### src/rtl/jtag_types_pkg.sv
// -----------------------------------------------------------------------------
// jtag_types_pkg
//   Shared JTAG TAP datapath types and constants:
//     IR_LEN        - instruction register length (4)
//     OP_*          - raw IR opcodes
//     IR_CAPTURE    - value loaded into the IR shift register on capture_ir
//     instruction_t - decoded instruction enum
//     RESET_INSTR   - instruction selected by nTRST / tlr_reset
//     decode_ir()   - maps a raw IR code onto instruction_t
//
//   Build option: JTAG_IDCODE_EN
//     defined   - IDCODE opcode decodes to IDCODE, which is also the reset
//                 instruction.
//     undefined - IDCODE opcode decodes to BYPASS, which is also the reset
//                 instruction.
// -----------------------------------------------------------------------------
package jtag_types_pkg;

  localparam int IR_LEN = 4;

  localparam logic [IR_LEN-1:0] OP_EXTEST         = 4'h0;
  localparam logic [IR_LEN-1:0] OP_SAMPLE_PRELOAD = 4'h1;
  localparam logic [IR_LEN-1:0] OP_IDCODE         = 4'h2;
  localparam logic [IR_LEN-1:0] OP_AHB            = 4'h3;
  localparam logic [IR_LEN-1:0] OP_BYPASS         = 4'hF;

  // Fixed capture pattern: the two LSBs "01" let a host check IR continuity.
  localparam logic [IR_LEN-1:0] IR_CAPTURE = 4'b0001;

  typedef enum logic [IR_LEN-1:0] {
    EXTEST         = 4'h0,
    SAMPLE_PRELOAD = 4'h1,
    IDCODE         = 4'h2,
    AHB            = 4'h3,
    BYPASS         = 4'hF
  } instruction_t;

`ifdef JTAG_IDCODE_EN
  localparam instruction_t RESET_INSTR = IDCODE;
`else
  localparam instruction_t RESET_INSTR = BYPASS;
`endif

  // Unknown opcodes fall back to BYPASS so the scan chain always has a
  // defined one-bit path through this device.
  function automatic instruction_t decode_ir(input logic [IR_LEN-1:0] code);
    instruction_t ins;
    ins = BYPASS;
    case (code)
      OP_EXTEST:         ins = EXTEST;
      OP_SAMPLE_PRELOAD: ins = SAMPLE_PRELOAD;
`ifdef JTAG_IDCODE_EN
      OP_IDCODE:         ins = IDCODE;
`endif
      OP_AHB:            ins = AHB;
      default:           ins = BYPASS;
    endcase
    return ins;
  endfunction

endpackage

### src/rtl/jtag_ir.sv
// -----------------------------------------------------------------------------
// jtag_ir
//   JTAG instruction register: the IR shift register plus the active
//   (decoded) instruction latched on update_ir.
//
//   Ports:
//     TCK          in  test clock
//     nTRST        in  asynchronous active-low reset
//     TDI          in  serial data in
//     tlr_reset    in  synchronous reset while TAP is in Test-Logic-Reset
//     capture_ir   in  load IR_CAPTURE into the shift register
//     shift_ir     in  shift TDI in at the MSB
//     update_ir    in  latch decode(ir_sr) into instruction
//     instruction  out active decoded instruction
//     instr_out    out shift register bit 0 (serial out)
//
//   Build option: JTAG_IDCODE_EN (selects reset instruction / decode, see pkg)
// -----------------------------------------------------------------------------
module jtag_ir
  import jtag_types_pkg::*;
(
  input  logic         TCK,
  input  logic         nTRST,
  input  logic         TDI,
  input  logic         tlr_reset,
  input  logic         capture_ir,
  input  logic         shift_ir,
  input  logic         update_ir,
  output instruction_t instruction,
  output logic         instr_out
);

  logic [IR_LEN-1:0] ir_sr;

  // One priority chain: tlr_reset > capture > shift > update. An update
  // that coincides with a capture or shift is dropped, so the active
  // instruction only ever changes from a complete, settled IR scan.
  always_ff @(posedge TCK or negedge nTRST) begin
    if (!nTRST) begin
      ir_sr       <= IR_CAPTURE;
      instruction <= RESET_INSTR;
    end else if (tlr_reset) begin
      ir_sr       <= IR_CAPTURE;
      instruction <= RESET_INSTR;
    end else if (capture_ir) begin
      ir_sr <= IR_CAPTURE;
    end else if (shift_ir) begin
      ir_sr <= {TDI, ir_sr[IR_LEN-1:1]};
    end else if (update_ir) begin
      instruction <= decode_ir(ir_sr);
    end
  end

  assign instr_out = ir_sr[0];

endmodule

### src/rtl/jtag_shift_regs.sv
// -----------------------------------------------------------------------------
// jtag_shift_regs
//   Serial-input side of the JTAG TAP datapath: instruction register (via
//   jtag_ir), bypass register, IDCODE register and the one-hot DR select.
//
//   Parameters:
//     IDCODE_VALUE  device ID captured into the IDCODE register (bit 0 = 1)
//
//   Ports:
//     TCK, nTRST                      clock, async active-low reset
//     TDI                             serial data in
//     tlr_reset                       sync reset in Test-Logic-Reset
//     capture_ir, shift_ir, update_ir IR strobes
//     capture_dr, shift_dr            DR strobes
//     instruction                     active decoded instruction
//     instr_out                       IR shift register bit 0
//     bypass_out                      bypass register
//     idcode_out                      IDCODE shift register bit 0
//     sel_bypass/idcode/bsr/ahb       one-hot DR select
//
//   Build option: JTAG_IDCODE_EN
//     defined   - IDCODE register present, reset instruction is IDCODE.
//     undefined - no IDCODE register, idcode_out and sel_idcode tied 0,
//                 reset instruction is BYPASS.
// -----------------------------------------------------------------------------
module jtag_shift_regs
  import jtag_types_pkg::*;
#(
  parameter logic [31:0] IDCODE_VALUE = 32'h1A2B_3C4D
) (
  input  logic         TCK,
  input  logic         nTRST,
  input  logic         TDI,
  input  logic         tlr_reset,
  input  logic         capture_ir,
  input  logic         shift_ir,
  input  logic         update_ir,
  input  logic         capture_dr,
  input  logic         shift_dr,
  output instruction_t instruction,
  output logic         instr_out,
  output logic         bypass_out,
  output logic         idcode_out,
  output logic         sel_bypass,
  output logic         sel_idcode,
  output logic         sel_bsr,
  output logic         sel_ahb
);

  // ---------------------------------------------------------------------------
  // Instruction register
  // ---------------------------------------------------------------------------
  jtag_ir u_ir (
    .TCK         (TCK),
    .nTRST       (nTRST),
    .TDI         (TDI),
    .tlr_reset   (tlr_reset),
    .capture_ir  (capture_ir),
    .shift_ir    (shift_ir),
    .update_ir   (update_ir),
    .instruction (instruction),
    .instr_out   (instr_out)
  );

  // ---------------------------------------------------------------------------
  // DR select: combinational, exactly one bit high for every instruction
  // ---------------------------------------------------------------------------
  always_comb begin
    sel_bypass = 1'b0;
    sel_idcode = 1'b0;
    sel_bsr    = 1'b0;
    sel_ahb    = 1'b0;
    case (instruction)
      EXTEST, SAMPLE_PRELOAD: sel_bsr = 1'b1;
      AHB:                    sel_ahb = 1'b1;
`ifdef JTAG_IDCODE_EN
      IDCODE:                 sel_idcode = 1'b1;
`else
      IDCODE:                 sel_bypass = 1'b1;
`endif
      default:                sel_bypass = 1'b1;
    endcase
  end

  // ---------------------------------------------------------------------------
  // Bypass register: only moves while selected, capture wins over shift
  // ---------------------------------------------------------------------------
  logic bypass_q;

  always_ff @(posedge TCK or negedge nTRST) begin
    if (!nTRST) begin
      bypass_q <= 1'b0;
    end else if (tlr_reset) begin
      bypass_q <= 1'b0;
    end else if (sel_bypass) begin
      if (capture_dr) begin
        bypass_q <= 1'b0;
      end else if (shift_dr) begin
        bypass_q <= TDI;
      end
    end
  end

  assign bypass_out = bypass_q;

  // ---------------------------------------------------------------------------
  // IDCODE register
  // ---------------------------------------------------------------------------
`ifdef JTAG_IDCODE_EN
  logic [31:0] id_sr;

  always_ff @(posedge TCK or negedge nTRST) begin
    if (!nTRST) begin
      id_sr <= IDCODE_VALUE;
    end else if (tlr_reset) begin
      id_sr <= IDCODE_VALUE;
    end else if (sel_idcode) begin
      if (capture_dr) begin
        id_sr <= IDCODE_VALUE;
      end else if (shift_dr) begin
        id_sr <= {TDI, id_sr[31:1]};
      end
    end
  end

  assign idcode_out = id_sr[0];
`else
  // The ID value has no register to load into in this build.
  logic unused_idcode_value;
  assign unused_idcode_value = ^IDCODE_VALUE;
  assign idcode_out          = 1'b0;
`endif

endmodule

### config.mk
export PLATFORM = sky130hd
export DESIGN_NAME = jtag_shift_regs
export DESIGN_NICKNAME = d
export VERILOG_FILES = /design/src/rtl/jtag_types_pkg.sv /design/src/rtl/jtag_ir.sv /design/src/rtl/jtag_shift_regs.sv
export SDC_FILE = /design/constraint.sdc
export NUM_CORES = 1
export LEC_CHECK = 0
export CORE_AREA = 3 3 40 42
export CTS_CLUSTER_SIZE = 12
export DETAILED_ROUTE_END_ITERATION = 6
export DIE_AREA = 0 0 43 45
export PLACE_DENSITY = 0.69
export SETUP_SLACK_MARGIN = 0.1
export SYNTH_ARGS = -nofsm -noshare
export SYNTH_HDL_FRONTEND = slang
export SYNTH_HIERARCHICAL = 1
export SYNTH_SLANG_ARGS = --single-unit
### constraint.sdc
create_clock -name TCK -period 1.2 [get_ports TCK]
set_input_delay 0.24 -clock TCK [delete_from_list [all_inputs] [get_ports TCK]]
set_output_delay 0.24 -clock TCK [all_outputs]
set_load 0.01 [all_outputs]
# [After elaboration in Yosys (flattened, before gate mapping)]
# Index checks and enable logic that the tools add are counted.
[totals] inputBits=9 latch_bits=0 word_cells=34 n_memories=0 rom_bits=0 register_bits=9 out_inout_bits=11 ramBits=0
[op_classes] eq_ne=7 reduce_logical=9 n_bitwise=0 n_div=0 n_addsub=0 n_mul=0 n_shift=0 mux=15 order_cmp=0
[ops] operator="2-to-1 mux 4 bit" count=7
[ops] operator="one-hot mux 4 bit (3 select lines)" count=1
[ops] operator="equality test 4 x 1 -> 1 bit, second input constant" count=2
[ops] operator="equality test 4 x 2 -> 1 bit, second input constant" count=2
[ops] operator="logical NOT 4 bit" count=2
[ops] operator="2-to-1 mux 1 bit" count=7
[ops] operator="nonzero test 3 bit" count=2
[ops] operator="!= test 2 bit, second input constant" count=2
[ops] operator="AND reduction 3 bit" count=1
[ops] operator="OR reduction 3 bit" count=1
[ops] operator="!= test 2 x 1 -> 1 bit, second input constant" count=1
[ops] operator="AND reduction 2 bit" count=1
[ops] operator="nonzero test 2 bit" count=1
[ops] operator="OR reduction 2 bit" count=1

# [Longest topological paths before layout]
# Gate-level depths: netlist of run 1.
[logic_depth] ltp_word=6 mapped_depth=4 ltp_nobuf=3

# [Modules after synthesis]
# The synthesis of run 1 kept the hierarchy.
[by_module_without_submodules] module="jtag_ir" instances=1 seq_area_each_um2=180.2 area_per_inst_um2=329.1 cells_each=29
[by_module_without_submodules] module="jtag_shift_regs" instances=1 seq_area_each_um2=25.0 area_per_inst_um2=108.9 cells_each=15

# [Worst setup path after synthesis of run 1]
# OpenSTA, ideal clock, no wires.
[synth_timing] kind="register -> register" start="register u_ir.ir_sr[1]" end="register u_ir.instruction[1]" arrival_time_ps=1164 period_less_slack_ps=1246 n_path_buf=0 required_ps=1118 setup_time_ps=82 setup_slack_ps=-46 stages_incl_launch_ff=3 path_cell_list="dfrtp_1 or4_4 mux2_2"
[synth_via] elab_chain_cells=6 word_cells_on_any_way=8 cone_classes="2 x eq/ne; 5 x mux; 1 x reduce/logical"
[synth_rtl] element="start, declared" line_no="jtag_ir.sv:33" source="logic [IR_LEN-1:0] ir_sr;"
[synth_rtl] element="start signal, assigned" line_no="jtag_ir.sv:48" source="ir_sr <= {TDI, ir_sr[IR_LEN-1:1]};"
[synth_rtl] element="equality test 4 x 2 -> 1 bit (tied with other cells)" line_no="jtag_types_pkg.sv:49" source="case (code)"
[synth_rtl] element="one-hot mux 4 bit (3 select lines) *" line_no="jtag_types_pkg.sv:49"
[synth_rtl] element="2-to-1 mux 4 bit *" line_no="jtag_ir.sv:49" source="end else if (update_ir) begin"
[synth_rtl] element="2-to-1 mux 4 bit *" line_no="jtag_ir.sv:47" source="end else if (shift_ir) begin"
[synth_rtl] element="2-to-1 mux 4 bit *" line_no="jtag_ir.sv:45" source="end else if (capture_ir) begin"
[synth_rtl] element="2-to-1 mux 4 bit *" line_no="jtag_ir.sv:42" source="end else if (tlr_reset) begin"
[synth_rtl] element="end signal, assigned" line_no="jtag_ir.sv:50" source="instruction <= decode_ir(ir_sr);"
[synth_rtl] element="end, declared" line_no="jtag_ir.sv:29" source="output instruction_t instruction,"
# Every way passes the cells marked *; elsewhere a longest branch is shown, timed or not. The select of a mux whose other input is x is not followed.
# A chain may end at the register's enable or synchronous reset.

# [Final worst setup path of run 1]
[layout_timing] start="register u_ir.instruction[1]" end="output sel_ahb"
[layout_via] elab_chain_cells=2
[layout_rtl] element="equality test 4 x 2 -> 1 bit" line_no="jtag_shift_regs.sv:73" source="case (instruction)"
[layout_rtl] element="2-to-1 mux 1 bit" line_no="jtag_shift_regs.sv:73"
[layout_rtl] element="end, declared" line_no="jtag_shift_regs.sv:47" source="output logic sel_ahb"
# No other way between the ends.

==> reports/summary.log, run 1 <==
INFO  floorplanning  die_h=45um
INFO  synth          yosys-top-cells-count=5 x sky130_fd_sc_hd__mux2i_1, 5 x sky130_fd_sc_hd__nor2_1, 5 x sky130_fd_sc_hd__nor3_1
INFO  critical_path  cp_slowest_stage_delay=0.56ns
INFO  clock_tree     cts-htree-levels=1
INFO  detailed_routing wl_met3=67um
INFO  critical_path  critical-path-slowest-cell=sky130_fd_sc_hd__dfstp_2
INFO  clock_tree     buffers_from_clock_root_to_sink_at_most=2
INFO  critical_path  timing.critical_path.mode_cell=sky130_fd_sc_hd__buf_6
INFO  floorplanning  std_cell_core_area=1280um2
INFO  final_layout   antenna_cells=0
INFO  detailed_routing post_drt_via_cell_ratio=4.61
INFO  global_routing grt_pass1_wl=1.79mm
INFO  sta            max_freq=706MHz
INFO  detailed_routing topRoutingLayerUsed=met4
INFO  placement      dp.final_hpwl=805um
INFO  sta            grt_setup_unrepaired=true
INFO  final_layout   syn2layout_area_growth=87.4%
INFO  synth          netlist.area_leader.share=0.240
INFO  sta            min_period_over_period=1.18
INFO  clock_tree     cts_buffers=3
INFO  synth          async_flop_share=1.00
INFO  critical_path  timing.reg2reg.setup_slack=-0.18ns
INFO  floorplanning  design.die.area=1940um2
INFO  sta            hold_viol_final=0
INFO  detailed_routing route.detailed.wl_per_inst=11.9um
INFO  floorplanning  floorplan.initialDensity=0.341
INFO  global_routing global_route.overflow_total=0
INFO  final_layout   fin_cells=96
INFO  global_routing initial_antenna_violation_count=0
INFO  synth          synth_area_leader_cell=sky130_fd_sc_hd__dfstp_2
INFO  final_layout   nNetsFinal=91
INFO  detailed_routing wl=1.14mm
INFO  placement      instance_area_at_placement=714um2
INFO  sta            setup_slack_of_the_critical_path_after_layout=-0.217ns
INFO  global_routing grt_pass1_vias=448
INFO  placement      io_buffers=17
INFO  critical_path  critical_path.reg2reg.endpoint=bypass_out
INFO  floorplanning  dieWidth=43um
INFO  synth          synth_edf_count=0
INFO  min_path       timing.hold.worst.class=primary input to asynchronous set/reset pin
INFO  critical_path  critical_path_required=0.96ns
INFO  power_and_ir_drop power_density=955nW/um2
INFO  final_layout   post_route_cells_drive_above_1_share=0.556
INFO  power_and_ir_drop ir_drop=0.000675V
INFO  clock_tree     cts_sinks=8
INFO  synth          synth-main-ff-cell=sky130_fd_sc_hd__dfstp_2
INFO  detailed_routing detail_route.drc_violations=0
INFO  critical_path  rr_startpoint=u_ir/instruction[1]
INFO  clock_tree     tritoncts=built
INFO  detailed_routing num_vias=443
INFO  detailed_routing met1_routed_wirelength_after_detailed_routing=451um
INFO  critical_path  setup.worst_path.class=register to output pin
INFO  job            max-cap-violations=0
INFO  power_and_ir_drop power.static_leakage=0.401nW
INFO  clock_tree     hold_buffers=0
INFO  detailed_routing dr_wl_met2=591um
INFO  power_and_ir_drop power=0.784mW
INFO  synth          synth_sequential_area_ratio=0.469
INFO  critical_path  worst_setup_path_start_kind=register
INFO  synth          yosysWarningCount=6
INFO  synth          synth.avg_cell_area=9.95um2
INFO  detailed_routing drt_iter0_drc=4
INFO  sta            max_slew_violations=0
INFO  placement      place_congestion=0.825
INFO  sta            timing.final.setup_violations=8
INFO  clock_tree     clock-root-buffer=sky130_fd_sc_hd__clkbuf_4
INFO  sta            timing.clock.skew=0.00785ns
INFO  final_layout   final_area=821um2
INFO  global_routing grtUsageTotal=0.129
INFO  detailed_routing postRouteAntennaNets=0
INFO  synth          seq_cells_post_synth=8
INFO  clock_tree     clkSlewWorstSetupHoldPaths=0.06ns
INFO  critical_path  worst_setup_path_end_kind=output pin
INFO  synth          synthCells=44
INFO  final_layout   fillCellCount=128
INFO  critical_path  arrival=1.18ns
INFO  floorplanning  design.portCount=20
INFO  floorplanning  std_cell_rows=13
INFO  status         run_status=complete, but fails checks
INFO  clock_tree     clkLatencyLatePin=0.26ns
INFO  synth          synth_area_leaders=sky130_fd_sc_hd__dfstp_2 24%, sky130_fd_sc_hd__dfrtp_1 23%, sky130_fd_sc_hd__mux2i_1 11%
INFO  placement      post-place-cells=87
INFO  critical_path  crit_path_max_fanout=3
INFO  global_routing maximum_number_of_pins_on_one_net_before_global_route_repair=9
INFO  critical_path  crit_path_cell_trace=buf_6 > and3_4 > buf_6
INFO  synth          synthesis.area=438um2
INFO  sta            fin_crit=1.42ns
INFO  status         violations=negative setup slack
INFO  detailed_routing drt_pass1_iterations=4
INFO  critical_path  r2r_cells=5
INFO  synth          synth_cell_types=19
INFO  sta            setup-tns-final=-1.05ns
## where the power goes
part / leakage (nW) / internal [mW] / total (mW) / switching, mW
clock network: 0.0150 / 0.127 / 0.221 / 0.0934
registers: 0.0974 / 0.293 / 0.310 / 0.0162
logic: 0.288 / 0.157 / 0.253 / 0.0957
## timing repair
item	4_1_cts	5_1_grt
cloned	0	0
gates resized for setup	55	6
setup endpoints to repair	13	12
pin swaps	3	2
buffers inserted	7	0
## placed cells by master, fill, tap and decap left out, types with 3 or more instances in the layout
cell type and count:
sky130_fd_sc_hd__nor3_1 3, sky130_fd_sc_hd__buf_6 12, sky130_fd_sc_hd__dfstp_2 4, sky130_fd_sc_hd__nand2_1 4, sky130_fd_sc_hd__clkdlybuf4s50_1 5, sky130_fd_sc_hd__dfrtp_1 4
sky130_fd_sc_hd__nor2_1 3, sky130_fd_sc_hd__mux2i_1 5, sky130_fd_sc_hd__clkbuf_4 3, sky130_fd_sc_hd__buf_4 13, sky130_fd_sc_hd__dlygate4sd2_1 3, sky130_fd_sc_hd__buf_2 3
## flip-flops by register name, indices dropped and copies added, names as in the netlist
name              count
bypass_out            1
u_ir/ir_sr            4
u_ir/instruction      3
## critical path: cells and delay by family, from the launching register on
| family | cells | cell delay (ns) |
|---|---|---|
| simple gates | 1 | 0.17 |
| flops | 1 | 0.56 |
| buf+inv | 2 | 0.19 |
## cell type report
type                            count  area (um2)  area share
Clock buffer                        4        26.3      0.0320
Tap cell                           15        18.8      0.0229
Multi-Input combinational cell     31         239       0.291
Timing Repair Buffer               36         324       0.395
Sequential cell                     8         205       0.250
Inverter                            2        7.51     0.00915
## cell families after synthesis
family / share of synthesized area
AO/OA/AOI/OAI: 0.0571
buffers and inverters: 0.0800
flip-flops: 0.469
multiplexers: 0.166
other: 0.00856
AND/OR/NAND/NOR: 0.220
## through the flow
step	hold slack [ns]	setup WS, ns	utilization
6_report	0.255	-0.217	0.639
5_1_grt	0.259	-0.258	0.639
4_1_cts	0.248	-0.222	0.635
3_5_place_dp	0.490	-0.358	0.556
3_3_place_gp	0.474	-0.341	0.556
2_1_floorplan	-0.0556	-0.0261	-
## worst max path at each step
stage / startpoint / endpoint
after floorplan: u_ir/ir_sr[1] / u_ir/instruction[1]
after global placement: tlr_reset / u_ir/instruction[1]
after detailed placement: tlr_reset / u_ir/instruction[1]
after CTS: u_ir/instruction[1] / sel_ahb
after global routing: u_ir/instruction[1] / sel_ahb
final: u_ir/instruction[1] / sel_ahb
## layer usage
metal  up-vias  GRT usage
met3         4     0.0359
met1       200      0.131
met4         0     0.0904
met5         -          0
li1        223          -
met2        16      0.231
(Power assumes the default switching activity.)
==> run 2, diff against run 1 <==
GPL_TIMING_DRIVEN = 0   (was default)
==> reports/summary.log, run 2 (synthesis gave the netlist of run 1 again) <==
INFO  status         run_status=complete, but fails checks
INFO  status         violations=negative setup slack
INFO  sta            min_period_over_period=1.22
INFO  floorplanning  dieWidth=43um
INFO  clock_tree     clock-root-buffer=sky130_fd_sc_hd__clkbuf_4
INFO  critical_path  cpLargestDelayFamily=flip-flops
INFO  power_and_ir_drop power.static_leakage=0.378nW
INFO  placement      io_buffers=16
INFO  critical_path  timing.critical_path.mode_cell=sky130_fd_sc_hd__buf_6
INFO  clock_tree     clkLatencyLatePin=0.26ns
INFO  sta            holdWs=0.253ns
INFO  critical_path  critical-path-slowest-cell=sky130_fd_sc_hd__dfstp_2
INFO  floorplanning  design.portCount=20
INFO  clock_tree     buffers_from_clock_root_to_sink_at_most=2
INFO  sta            timing.clock.skew=0.00445ns
INFO  critical_path  crit_path_cell_trace=buf_6 > nor2_4 > and3_4 > buf_6
INFO  floorplanning  die_h=45um
INFO  floorplanning  design.die.area=1940um2
INFO  final_layout   antenna_cells=0
INFO  critical_path  critical_path.reg2reg.endpoint=bypass_out
INFO  sta            setup_slack_of_the_critical_path_after_layout=-0.261ns
INFO  sta            fin_crit=1.46ns
INFO  clock_tree     clkSlewWorstSetupHoldPaths=0.06ns
INFO  detailed_routing num_vias=408
INFO  final_layout   nNetsFinal=87
INFO  sta            grt_setup_unrepaired=true
INFO  critical_path  arrival=1.22ns
INFO  sta            max_slew_violations=0
INFO  power_and_ir_drop p_sw=0.201mW
INFO  detailed_routing route.detailed.wl_per_inst=10.0um
INFO  placement      dp.final_hpwl=657um
INFO  sta            timing.final.setup_violations=9
INFO  global_routing grt_pass1_wl=1.52mm
INFO  min_path       timing.hold.worst.class=primary input to asynchronous set/reset pin
INFO  global_routing grtUsageTotal=0.116
INFO  clock_tree     cts_buffers=3
INFO  placement      place_worst_setup_slack=-0.521ns
INFO  global_routing global_route.overflow_total=0
INFO  critical_path  r2r_cells=5
INFO  sta            hold_viol_final=0
INFO  critical_path  worstPathBufferInverterCount=2
INFO  critical_path  rr_startpoint=u_ir/instruction[2]
INFO  job            max-cap-violations=0
INFO  clock_tree     cts-htree-levels=1
INFO  critical_path  cp_slowest_stage_delay=0.57ns
INFO  global_routing grt_pass1_vias=387
INFO  detailed_routing wl=924um
INFO  power_and_ir_drop comb_power_share=0.313
INFO  final_layout   regMostFlops=u_ir/ir_sr
INFO  sta            max_freq=685MHz
INFO  floorplanning  floorplan.initialDensity=0.341
INFO  global_routing initial_antenna_violation_count=0
INFO  clock_tree     cts_sinks=8
INFO  critical_path  cp_num_cells=4
INFO  detailed_routing post_drt_via_cell_ratio=4.43
INFO  floorplanning  std_cell_core_area=1280um2
INFO  detailed_routing postRouteAntennaNets=0
INFO  floorplanning  std_cell_rows=13
INFO  power_and_ir_drop internal_power=0.577mW
INFO  critical_path  worst_setup_path_end_kind=output pin
INFO  placement      place_congestion=0.761
INFO  final_layout   syn2layout_area_growth=77.4%
INFO  power_and_ir_drop share_seq_of_total_power=0.401
INFO  global_routing maximum_number_of_pins_on_one_net_before_global_route_repair=9
INFO  power_and_ir_drop power_density=1000nW/um2
INFO  final_layout   largest_register_ffs=4
INFO  clock_tree     tritoncts=built
INFO  detailed_routing drt_pass1_iterations=3
INFO  critical_path  critical_path_required=0.96ns
INFO  critical_path  setup.worst_path.class=register to output pin
INFO  detailed_routing drt_iter0_drc=3
INFO  power_and_ir_drop p_clk_frac=0.285
INFO  critical_path  timing.reg2reg.setup_slack=-0.10ns
INFO  power_and_ir_drop p_sw_frac=0.259
INFO  final_layout   post_route_cells_drive_above_1_share=0.532
INFO  detailed_routing detail_route.drc_violations=0
INFO  critical_path  crit_path_max_fanout=3
INFO  critical_path  worst_setup_path_start_kind=register
INFO  final_layout   mostFrequentLayoutCells=10 x sky130_fd_sc_hd__buf_4, 10 x sky130_fd_sc_hd__buf_6, 5 x sky130_fd_sc_hd__clkdlybuf4s50_1, 5 x sky130_fd_sc_hd__mux2i_1
INFO  power_and_ir_drop ir_drop=0.000722V
-- run 2: cell count changes in the layout (fill, tap and decap cells not counted), sizes merged --
cell / before / now
buf: 28 / 25
dlygate4sd2: 3 / 2
-- run 2: repair_timing --
item                       4_1_cts  5_1_grt
hold buffers                     0        0
resized for setup               45        7
setup endpoints to repair       13       12
cloned                           0        0
setup buffers                   11        1
pin swaps                        3        1
-- run 2: stage by stage --
step / utilization / instance area [um2] / power (mW) / setup TNS [ns] / cells
after global placement: 0.491 / 631 / 0.490 / -3.16 / 76
after floorplan: - / 452 / 0.397 / -0.0261 / 45
final: 0.605 / 777 / 0.778 / -1.16 / 92
after CTS: 0.588 / 756 / 0.779 / -1.32 / 91
after detailed placement: 0.491 / 631 / 0.491 / -3.18 / 76
after global routing: 0.605 / 777 / 0.824 / -1.54 / 92
-- run 2: layout make-up --
type	count	area, um2
Fill cell	110	508
Timing Repair Buffer	28	264
Multi-Input combinational cell	31	224
Sequential cell	8	205
Buffer	4	31.3
Clock buffer	4	26.3
Tap cell	15	18.8
Inverter	2	7.51
-- run 2: worst max-delay path by stage --
stage | endpoint | slack (ns) | start
CTS | sel_ahb | -0.27 | u_ir/instruction[2]
global placement | u_ir/instruction[1] | -0.53 | tlr_reset
floorplan | u_ir/instruction[1] | -0.03 | u_ir/ir_sr[1]
finish | sel_ahb | -0.26 | u_ir/instruction[2]
detailed placement | u_ir/instruction[1] | -0.52 | tlr_reset
global route | sel_ahb | -0.30 | u_ir/instruction[2]
-- run 2: layer usage --
metal  GRT usage  vias to the layer above  wire length [um]  part of all wire
met1       0.111                      178               389              0.42
met3      0.0359                        4                70             0.076
li1            -                      212                 -                 -
met5           0                        -                 0                 0
met4       0.127                        0                40             0.043
met2       0.189                       14               424              0.46
-- run 2: power groups by stage --
| stage | logic [mW] | registers (mW) | clock network [mW] |
|---|---|---|---|
| after floorplan | 0.0765 | 0.321 | 0 |
| after global routing | 0.262 | 0.314 | 0.248 |
| after detailed placement | 0.174 | 0.317 | 0 |
| final | 0.244 | 0.312 | 0.222 |
| after global placement | 0.173 | 0.317 | 0 |
| after CTS | 0.232 | 0.312 | 0.235 |
